[config.mk]
export PLATFORM = sky130hd
export DESIGN_NAME = conv1_window_buf
export DESIGN_NICKNAME = d
export VERILOG_FILES = /design/src/rtl/conv1_pkg.sv /design/src/rtl/conv1_line_buf.sv /design/src/rtl/conv1_window_buf.sv
export SDC_FILE = /design/constraint.sdc
export NUM_CORES = 1
export LEC_CHECK = 0
export ABC_AREA = 1
export CAP_MARGIN = 0
export CORE_MARGIN = 5
export CORE_UTILIZATION = 46
export CTS_BUF_LIST = sky130_fd_sc_hd__clkbuf_4 sky130_fd_sc_hd__clkbuf_8 sky130_fd_sc_hd__clkbuf_16
export DETAILED_ROUTE_END_ITERATION = 10
export GPL_ROUTABILITY_DRIVEN = 1
export HOLD_SLACK_MARGIN = 0.02
export PLACE_DENSITY = 0.66
export SLEW_MARGIN = 20
export SYNTH_ARGS = -nofsm -noshare
export SYNTH_HDL_FRONTEND = slang
export SYNTH_SLANG_ARGS = --single-unit
[constraint.sdc]
create_clock -name clk -period 2.4 [get_ports clk]
set_clock_uncertainty 0.1 [all_clocks]
set_input_delay 0.48 -clock clk [delete_from_list [all_inputs] [get_ports clk]]
set_output_delay 0.48 -clock clk [all_outputs]
set_load 0.005 [all_outputs]
[src/rtl/conv1_pkg.sv]
// conv1_pkg: shared constants and types for the conv1 window generator.
//   IMG_W / IMG_H      default image geometry (28x28 MNIST)
//   KERNEL_SIZE        convolution kernel edge (3)
//   WINDOW_SIZE        pixels per window (9)
//   OUT_W / OUT_H      output feature-map geometry
//   COL_W / ROW_W      counter widths for the default geometry
//   POS_W              width of the output-map coordinates
//   conv1_state_t      window generator FSM states
package conv1_pkg;

  localparam int IMG_W       = 28;
  localparam int IMG_H       = 28;
  localparam int KERNEL_SIZE = 3;
  localparam int WINDOW_SIZE = KERNEL_SIZE * KERNEL_SIZE;
  localparam int OUT_W       = IMG_W - 2;
  localparam int OUT_H       = IMG_H - 2;
  localparam int COL_W       = $clog2(IMG_W);
  localparam int ROW_W       = $clog2(IMG_H);
  localparam int POS_W       = $clog2(OUT_W);

  typedef enum logic [0:0] {
    FILL   = 1'b0,
    STREAM = 1'b1
  } conv1_state_t;

endpackage

[src/rtl/conv1_line_buf.sv]
// conv1_line_buf: LEN-bit enable-gated shift register holding the last LEN
// accepted pixels (two image rows plus three pixels in the window generator).
// Ports:
//   clk  in   rising-edge clock
//   rst  in   asynchronous active-high clear
//   en   in   shift enable; state holds while low
//   din  in   bit shifted into q[0]
//   q    out  full register contents, q[0] newest, q[LEN-1] oldest
module conv1_line_buf #(
  parameter int LEN = 59
) (
  input  logic           clk,
  input  logic           rst,
  input  logic           en,
  input  logic           din,
  output logic [LEN-1:0] q
);

  // Shift register: newest bit enters at the bottom on every enabled edge.
  always_ff @(posedge clk or posedge rst) begin
    if (rst) begin
      q <= '0;
    end else if (en) begin
      q <= {q[LEN-2:0], din};
    end else begin
      q <= q;
    end
  end

endmodule

[src/rtl/conv1_window_buf.sv]
// conv1_window_buf: streaming 3x3 window generator for the first binary
// convolution layer. Consumes a raster-order 1-bit pixel stream and presents
// every complete 3x3 window with a one-cycle valid strobe.
// Ports:
//   clk               in   rising-edge clock
//   rst               in   asynchronous active-high reset
//   pixel_in          in   binary pixel, raster order
//   valid_in          in   pixel_in accepted on any edge where high
//   pixel_0..pixel_8  out  window bits, pixel_0 top-left (oldest),
//                          pixel_8 bottom-right (newest)
//   valid_in_buf      out  one-cycle window strobe
//   frame_done        out  one-cycle pulse after the last pixel of a frame
//   win_row, win_col  out  output-map coordinate of the emitted window
//                          (only when CONV1_WIN_POS_EN is defined)
// Optional feature macro: CONV1_WIN_POS_EN
module conv1_window_buf #(
  parameter int IMG_W = conv1_pkg::IMG_W,
  parameter int IMG_H = conv1_pkg::IMG_H
) (
  input  logic clk,
  input  logic rst,
  input  logic pixel_in,
  input  logic valid_in,
  output logic pixel_0,
  output logic pixel_1,
  output logic pixel_2,
  output logic pixel_3,
  output logic pixel_4,
  output logic pixel_5,
  output logic pixel_6,
  output logic pixel_7,
  output logic pixel_8,
  output logic valid_in_buf,
  output logic frame_done
`ifdef CONV1_WIN_POS_EN
  ,
  output logic [$clog2(IMG_W-2)-1:0] win_row,
  output logic [$clog2(IMG_W-2)-1:0] win_col
`endif
);

  import conv1_pkg::*;

  localparam int CW     = $clog2(IMG_W);
  localparam int RW     = $clog2(IMG_H);
  localparam int SR_LEN = 2 * IMG_W + KERNEL_SIZE;

  localparam logic [CW-1:0] COL_LAST  = CW'(IMG_W - 1);
  localparam logic [RW-1:0] ROW_LAST  = RW'(IMG_H - 1);
  localparam logic [RW-1:0] ROW_ONE   = RW'(1);
  localparam logic [CW-1:0] COL_FIRST = CW'(KERNEL_SIZE - 1);

`ifdef CONV1_WIN_POS_EN
  localparam int PW = $clog2(IMG_W - 2);
`endif

  conv1_state_t      state;
  logic [CW-1:0]     col;
  logic [RW-1:0]     row;
  logic [SR_LEN-1:0] sr;
  logic              col_last;
  logic              row_last;
  logic              emit;
  logic              last_pixel;
  logic              unused_sr_bits;

  conv1_line_buf #(
    .LEN (SR_LEN)
  ) u_line_buf (
    .clk (clk),
    .rst (rst),
    .en  (valid_in),
    .din (pixel_in),
    .q   (sr)
  );

  // Window taps: three rows of the image, each IMG_W apart in the delay line.
  assign pixel_8 = sr[0];
  assign pixel_7 = sr[1];
  assign pixel_6 = sr[2];
  assign pixel_5 = sr[IMG_W];
  assign pixel_4 = sr[IMG_W+1];
  assign pixel_3 = sr[IMG_W+2];
  assign pixel_2 = sr[2*IMG_W];
  assign pixel_1 = sr[2*IMG_W+1];
  assign pixel_0 = sr[2*IMG_W+2];

  // The bits between taps are pure delay; folding them here marks them as
  // intentionally not observed.
  assign unused_sr_bits = ^sr;

  // Accept-side decode for the pixel on the bus this cycle. STREAM is
  // exactly row >= 2, so emission only needs the column test on top of it;
  // columns 0 and 1 would produce windows straddling two image rows.
  always_comb begin
    col_last   = (col == COL_LAST);
    row_last   = (row == ROW_LAST);
    emit       = valid_in && (state == STREAM) && (col >= COL_FIRST);
    last_pixel = valid_in && (state == STREAM) && row_last && col_last;
  end

  // FSM, raster counters and registered strobes.
  always_ff @(posedge clk or posedge rst) begin
    if (rst) begin
      state        <= FILL;
      row          <= '0;
      col          <= '0;
      valid_in_buf <= 1'b0;
      frame_done   <= 1'b0;
`ifdef CONV1_WIN_POS_EN
      win_row      <= '0;
      win_col      <= '0;
`endif
    end else begin
      valid_in_buf <= emit;
      frame_done   <= last_pixel;

      if (valid_in) begin
        case (state)
          FILL: begin
            if ((row == ROW_ONE) && col_last) begin
              state <= STREAM;
            end else begin
              state <= FILL;
            end
          end
          STREAM: begin
            if (row_last && col_last) begin
              state <= FILL;
            end else begin
              state <= STREAM;
            end
          end
          default: state <= FILL;
        endcase

        if (col_last) begin
          col <= '0;
          if (row_last) begin
            row <= '0;
          end else begin
            row <= row + RW'(1);
          end
        end else begin
          col <= col + CW'(1);
        end
      end

`ifdef CONV1_WIN_POS_EN
      // Coordinates track the strobe and hold between windows.
      if (emit) begin
        win_row <= PW'(row - RW'(2));
        win_col <= PW'(col - CW'(2));
      end
`endif
    end
  end

endmodule
==> impl_metrics.tcl, run 1 <==
set metrics [dict create \
    cp.arrival_ps 1230 \
    vias_per_cell 4.671 \
    async_flop_share 1.000 \
    synth_sequential_area_ratio 0.6180 \
    power.share.sequential 0.518 \
    floorplan.initialDensity 0.4671 \
    power.internal_mw 2.036 \
    run_status "completed" \
    std_cell_rows 29 \
    synth.top_cell.area_share 0.6180 \
    die_h_um 89.61 \
    num_antenna_cells 0 \
    critical_path_capture_point_type "primary output" \
    routed_wirelength_um 4832 \
    path_delay_family "buffers and inverters" \
    cts-htree-levels 3 \
    cells_traversed_along_the_worst_timing_path "clkdlybuf4s50_1" \
    clock_power_share 0.342 \
    synth.ff_latch_count 72 \
    cts_made_buffers 9 \
    floorplan.die_area_sq_mm 0.008030 \
    layout-area-overhead-vs-synth_pct 14.08 \
    dr_total_vias 2046 \
    worst_setup_path_start_kind "flip-flop" \
    grt_start_max_net_pins 73 \
    leakagePower_nw 1.842 \
    yosys.area.top_type "dfrtp_1" \
    detailed_place_hpwl_um 2832 \
    grt.overflow.total 0 \
    min-delay-path-class "reg -> reg" \
    drt-initial-drc-count 122 \
    most_frequent_cell_after_synthesis "nand2_1" \
    power.switching_fraction 0.2885 \
    worst-path-buf-inv 1 \
    drc_violation_count_after_routing 0 \
    worst_path_max_delay_cell "clkdlybuf4s50_1" \
    mappedNetlistArea_sq_mm 0.002915 \
    maxSlewHeadroom 0.6708 \
    fin_util 0.5329 \
    synthDistinctLibCells 17 \
    grt_setup_unrepaired "no" \
    cts-root-buf "clkbuf_8" \
    clock_sinks 72 \
    wl_per_cell_um 11.03 \
    layout_min_cycle_time_ps 1814 \
    p_comb_frac 0.141 \
    worstSetupPathType "reg -> out" \
    ir_drop_mv 0.4764 \
    max_freq_mhz 551.3 \
    die_w_um 89.61 \
    drtAntennaViolNets 0 \
    grt_pass1_wl_um 8901 \
    routabilityCongestion 0.7948 \
    final_tns_setup_ps 0 \
    finish.net_count 364 \
    syn_avg_cell_area_sq_um 8.549 \
    finalHoldViolCount 0 \
    maxCapViolCount 0 \
    post_cts_buffers 0 \
    post_synth_main_area_contributors "dfrtp_1 62%, nand2_1 26%, inv_1 2.1%" \
    tritoncts "built" \
    synth_ff_type "dfrtp_1" \
    cellPowerDensity_mw_per_mm2 860.2 \
    clkLatencyLatePin_ps 350 \
    grt_pass1_vias 1989 \
    antenna_found_initial 0 \
    tightest_slew_ps 493.8 \
    setup_violations 0 \
    ios 15 \
    core-area_sq_mm 0.006241 \
    final_min_period_over_clock_period 0.7558 \
    timing.critical_path.fanout_max 3 \
    clk_pin_slew_worst_paths_ps 80 \
    post_route_cells_drive_above_1_share 0.06925 \
    timing.critical_path.slowest_cell_delay_ps 510 \
    total_net_switching_power_uw 825.2 \
    cts_hold_buffers 0 \
    cts.repair.resized 0 \
    syn-num-nets 349 \
    most_used_standard_cells_in_the_synthesized_netlist "202 x nand2_1, 72 x dfrtp_1, 16 x inv_1, 12 x nor2_1, 7 x buf_2" \
    dr.pass1.iters 4 \
    timing.critical_path.required_ps 1820 \
    synth_warnings 0 \
    number_of_buffers_between_clock_root_and_the_deepest_sink 2 \
    grt_util_overall 0.1446 \
    synth_enable_flop_cells 0 \
    postSynthCellCount 341 \
    port_buffers 14 \
    slew_violations 0 \
]
-- registers in the layout (all words and copies together) (netlist names) --
| register | flops |
|---|---|
| col | 5 |
| frame_done | 1 |
| row | 5 |
| state | 1 |
| u_line_buf.q | 59 |
| valid_in_buf | 1 |
-- per-layer routing --
layer  GRT usage  wire length (um)  part of all wire  vias to the layer above
li1            -                 -                 -                     1056
met1      0.1868              2466              0.51                      959
met2      0.2221              2067              0.43                       23
met3     0.04197               204             0.042                        8
met4     0.07307                93             0.019                        0
met5           0                 0                 0                        -
-- worst paths after layout --
path                       cells after the start  slack, ps          endpoint             start
min reg2reg                                    2        370   u_line_buf.q[3]   u_line_buf.q[3]
min                                            2        370   u_line_buf.q[3]   u_line_buf.q[3]
max                                            1        590           pixel_4  u_line_buf.q[29]
max in group asynchronous                      3       1430  u_line_buf.q[38]               rst
max reg2reg                                    6        890             state            col[1]
min in group asynchronous                      3        490            col[2]               rst
-- power by group through the flow --
stage                     registers, mW  clock network, mW  logic, mW
final                              1.48              0.977      0.403
after global routing               1.50               1.06      0.473
after CTS                          1.48               1.01      0.412
after detailed placement           1.50                  0      0.409
after global placement             1.50                  0      0.392
after floorplan                    1.48                  0      0.316
-- layout make-up --
type	count	area, sq um
Clock buffer	10	137.6
Clock inverter	6	67.56
Fill cell	583	2915
Inverter	17	67.56
Multi-Input combinational cell	238	977.2
Sequential cell	72	1802
Tap cell	77	96.34
Timing Repair Buffer	18	177.7
-- stage by stage --
step | cell area [sq um] | hold WS [ps] | instances | setup WS [ps] | total power [mW]
after global placement | 3120 | 353.7 | 422 | 791.9 | 1.893
after CTS | 3326 | 374.8 | 438 | 551.7 | 2.905
after global routing | 3326 | 398.5 | 438 | 517.5 | 3.033
final | 3326 | 372.7 | 438 | 586.1 | 2.861
after floorplan | 2919 | 342.2 | 341 | 1022 | 1.794
after detailed placement | 3120 | 358.3 | 422 | 761.6 | 1.910
-- cell usage in the layout (no fill, tap or decap), drive strengths merged, types with 3 or more instances in the layout --
| master | instances |
|---|---|
| ha | 4 |
| nand3 | 7 |
| nand4 | 4 |
| nor2 | 13 |
| clkdlybuf4s50 | 13 |
| clkbuf | 10 |
| dfrtp | 72 |
| o21ai | 5 |
| inv | 17 |
| clkinvlp | 3 |
| nand2 | 202 |
| buf | 5 |
-- kinds of logic after synthesis --
kind of cell | after synthesis | synth area share
simple gates | 227 | 0.3060
flops | 72 | 0.6180
buf+inv | 31 | 0.04678
compound gates | 7 | 0.01202
fa+ha+maj | 4 | 0.01717
No activity file was read; power rests on OpenSTA's default activity.
==> run 2: changes to the inputs <==
Settings changed: PLACE_DENSITY 0.66 to default.
Clock period 2.4 ns to 1.7 ns, I/O delays scaled along.
==> run 2 against run 1 <==
Compared with the run above: sequential share of layout area is 2.2 points lower; non-clock buffer count rose by 8; clock-buffer cell count up 4; die area unchanged; sequential power grew 41%; core utilization increased by 2.2 points; via count is 1.7% higher; combinational power rose by 51%; setup slack got worse by 540 ps; final area rose by 4.1%; first-iteration DRC count rose by 18%; largest cell class unchanged.
==> impl_metrics.tcl, run 2 (synthesis gave the netlist of run 1 again) <==
set metrics [dict create \
    cp.arrival_ps 1210 \
    die_h_um 89.61 \
    die_w_um 89.61 \
    finish.instance_area_sq_mm 0.003463 \
    cellPowerDensity_mw_per_mm2 1237 \
    finalHoldViolCount 0 \
    max_freq_mhz 606.4 \
    port_buffers 14 \
    grt.overflow.total 0 \
    dr_total_vias 2081 \
    critical_path_capture_point_type "primary output" \
    fin_util 0.5549 \
    worst_setup_path_start_kind "flip-flop" \
    drtAntennaViolNets 0 \
    cts_made_buffers 9 \
    timing.critical_path.required_ps 1260 \
    timing.critical_path.fanout_max 3 \
    tightest_slew_ps 365.1 \
    core-area_sq_mm 0.006241 \
    worstSetupPathType "reg -> out" \
    place.detailed.instances 424 \
    post_route_cells_drive_above_1_share 0.08943 \
    totalPowerFinal_mw 4.284 \
    worst-path-buf-inv 1 \
    rr_worst_depth 6 \
    cts_hold_buffers 0 \
    final_min_period_over_clock_period 0.9700 \
    number_of_buffers_between_clock_root_and_the_deepest_sink 2 \
    worstSetupPathDepth 1 \
    grt_pass1_wl_um 8901 \
    largest_register_ffs 59 \
    path_delay_family "buffers and inverters" \
    tritoncts "built" \
    timing.critical_path.slowest_cell_delay_ps 500 \
    cts-htree-levels 3 \
    antenna_found_initial 0 \
    place_ws_ps 257.2 \
    cells_traversed_along_the_worst_timing_path "clkdlybuf4s50_1" \
    dr.pass1.iters 4 \
    clk_pin_slew_worst_paths_ps 80 \
    setup_violations 0 \
    drc_violation_count_after_routing 0 \
    regToRegEndpoint "state" \
    vias_per_cell 4.666 \
    routabilityCongestion 0.7575 \
    reg2reg_setup_slack_ps 250 \
    setup_ws_ps 50.96 \
    largest-register "u_line_buf.q" \
    drt-initial-drc-count 144 \
    worst_path_max_delay_cell "clkdlybuf4s50_1" \
    grt_pass1_vias 1957 \
    slew_violations 0 \
    clock_sinks 72 \
    reg2reg_from "col[1]" \
    layout-area-overhead-vs-synth_pct 18.80 \
    wl_per_cell_um 11.39 \
    floorplan.die_area_sq_mm 0.008030 \
    layout_min_cycle_time_ps 1649 \
    dpl-instance-area_sq_mm 0.003173 \
    min-delay-path-class "in -> async" \
    finish.net_count 372 \
    routed_wirelength_um 5079 \
    biggestRegsByFlops "u_line_buf.q: 59 flops, col: 5 flops, row: 5 flops" \
    grt_util_overall 0.1462 \
    layout_commonest_cell "nand2_1" \
    std_cell_rows 29 \
    num_antenna_cells 0 \
    detailed_place_hpwl_um 3113 \
    run_status "completed" \
    floorplan.initialDensity 0.4671 \
    maxCapViolCount 0 \
    layout.cells.most_common_list "202 x nand2_1, 72 x dfrtp_1, 15 x inv_1, 12 x nor2_1, 12 x clkbuf_8" \
    clkLatencyLatePin_ps 340 \
    ios 15 \
    leakagePower_nw 1.954 \
    ir_drop_mv 0.7181 \
    final-instance-count-excl-fill 446 \
    grt_start_max_net_pins 39 \
    maxSlewHeadroom 0.7566 \
    cts-root-buf "clkbuf_8" \
]
[run 2: changes by cell type in the layout (fill, tap and decap cells not counted)]
cell             change
inv_6                -1
clkdlybuf4s50_1      -2
dlymetal6s2s_1       +2
buf_4                +5
clkinv_2             -1
clkinv_4             -1
clkbuf_4             +2
clkbuf_8             +2
clkinvlp_4           -2
buf_12               +3
bufinv_16            +1
[run 2: worst max path at each step]
stage | start | to | slack (ps)
after floorplan | col[1] | row[2] | 430
after global placement | col[1] | state | 300
after detailed placement | col[1] | state | 260
after CTS | u_line_buf.q[0] | pixel_8 | 20
after global routing | u_line_buf.q[1] | pixel_7 | -1
final | u_line_buf.q[1] | pixel_7 | 50
[run 2: what timing repair did]
item	in CTS	in global routing
buffers inserted	1	5
resized for setup	0	2
endpoints found under the setup margin	1	6
[run 2: report_power, final]
part	internal [mW]	switching (mW)	total [mW]
registers	1.92	0.172	2.09
logic	0.253	0.357	0.609
clock network	0.981	0.602	1.58
[run 2: per-layer routing]
layer	part of all wire	track usage	up-vias	wire length [um]
met3	0.033	0.04288	12	167
met2	0.42	0.2088	30	2144
met5	0	0	-	0
met1	0.52	0.1993	960	2652
li1	-	-	1079	-
met4	0.022	0.08119	0	114
[run 2: area by class of cell]
cell class	instances	area, sq um
Tap cell	77	96.34
Clock buffer	14	180.2
Timing Repair Buffer	26	280.3
Sequential cell	72	1802
Clock inverter	2	60.06
Inverter	17	67.56
Fill cell	575	2778
Multi-Input combinational cell	238	977.2
[run 2: through the flow]
step	TNS, ps	hold slack (ps)
5_1_grt	-1.059	212.0
3_3_place_gp	0	353.4
3_5_place_dp	0	358.5
6_report	0	210.5
4_1_cts	0	206.6
2_1_floorplan	0	342.2
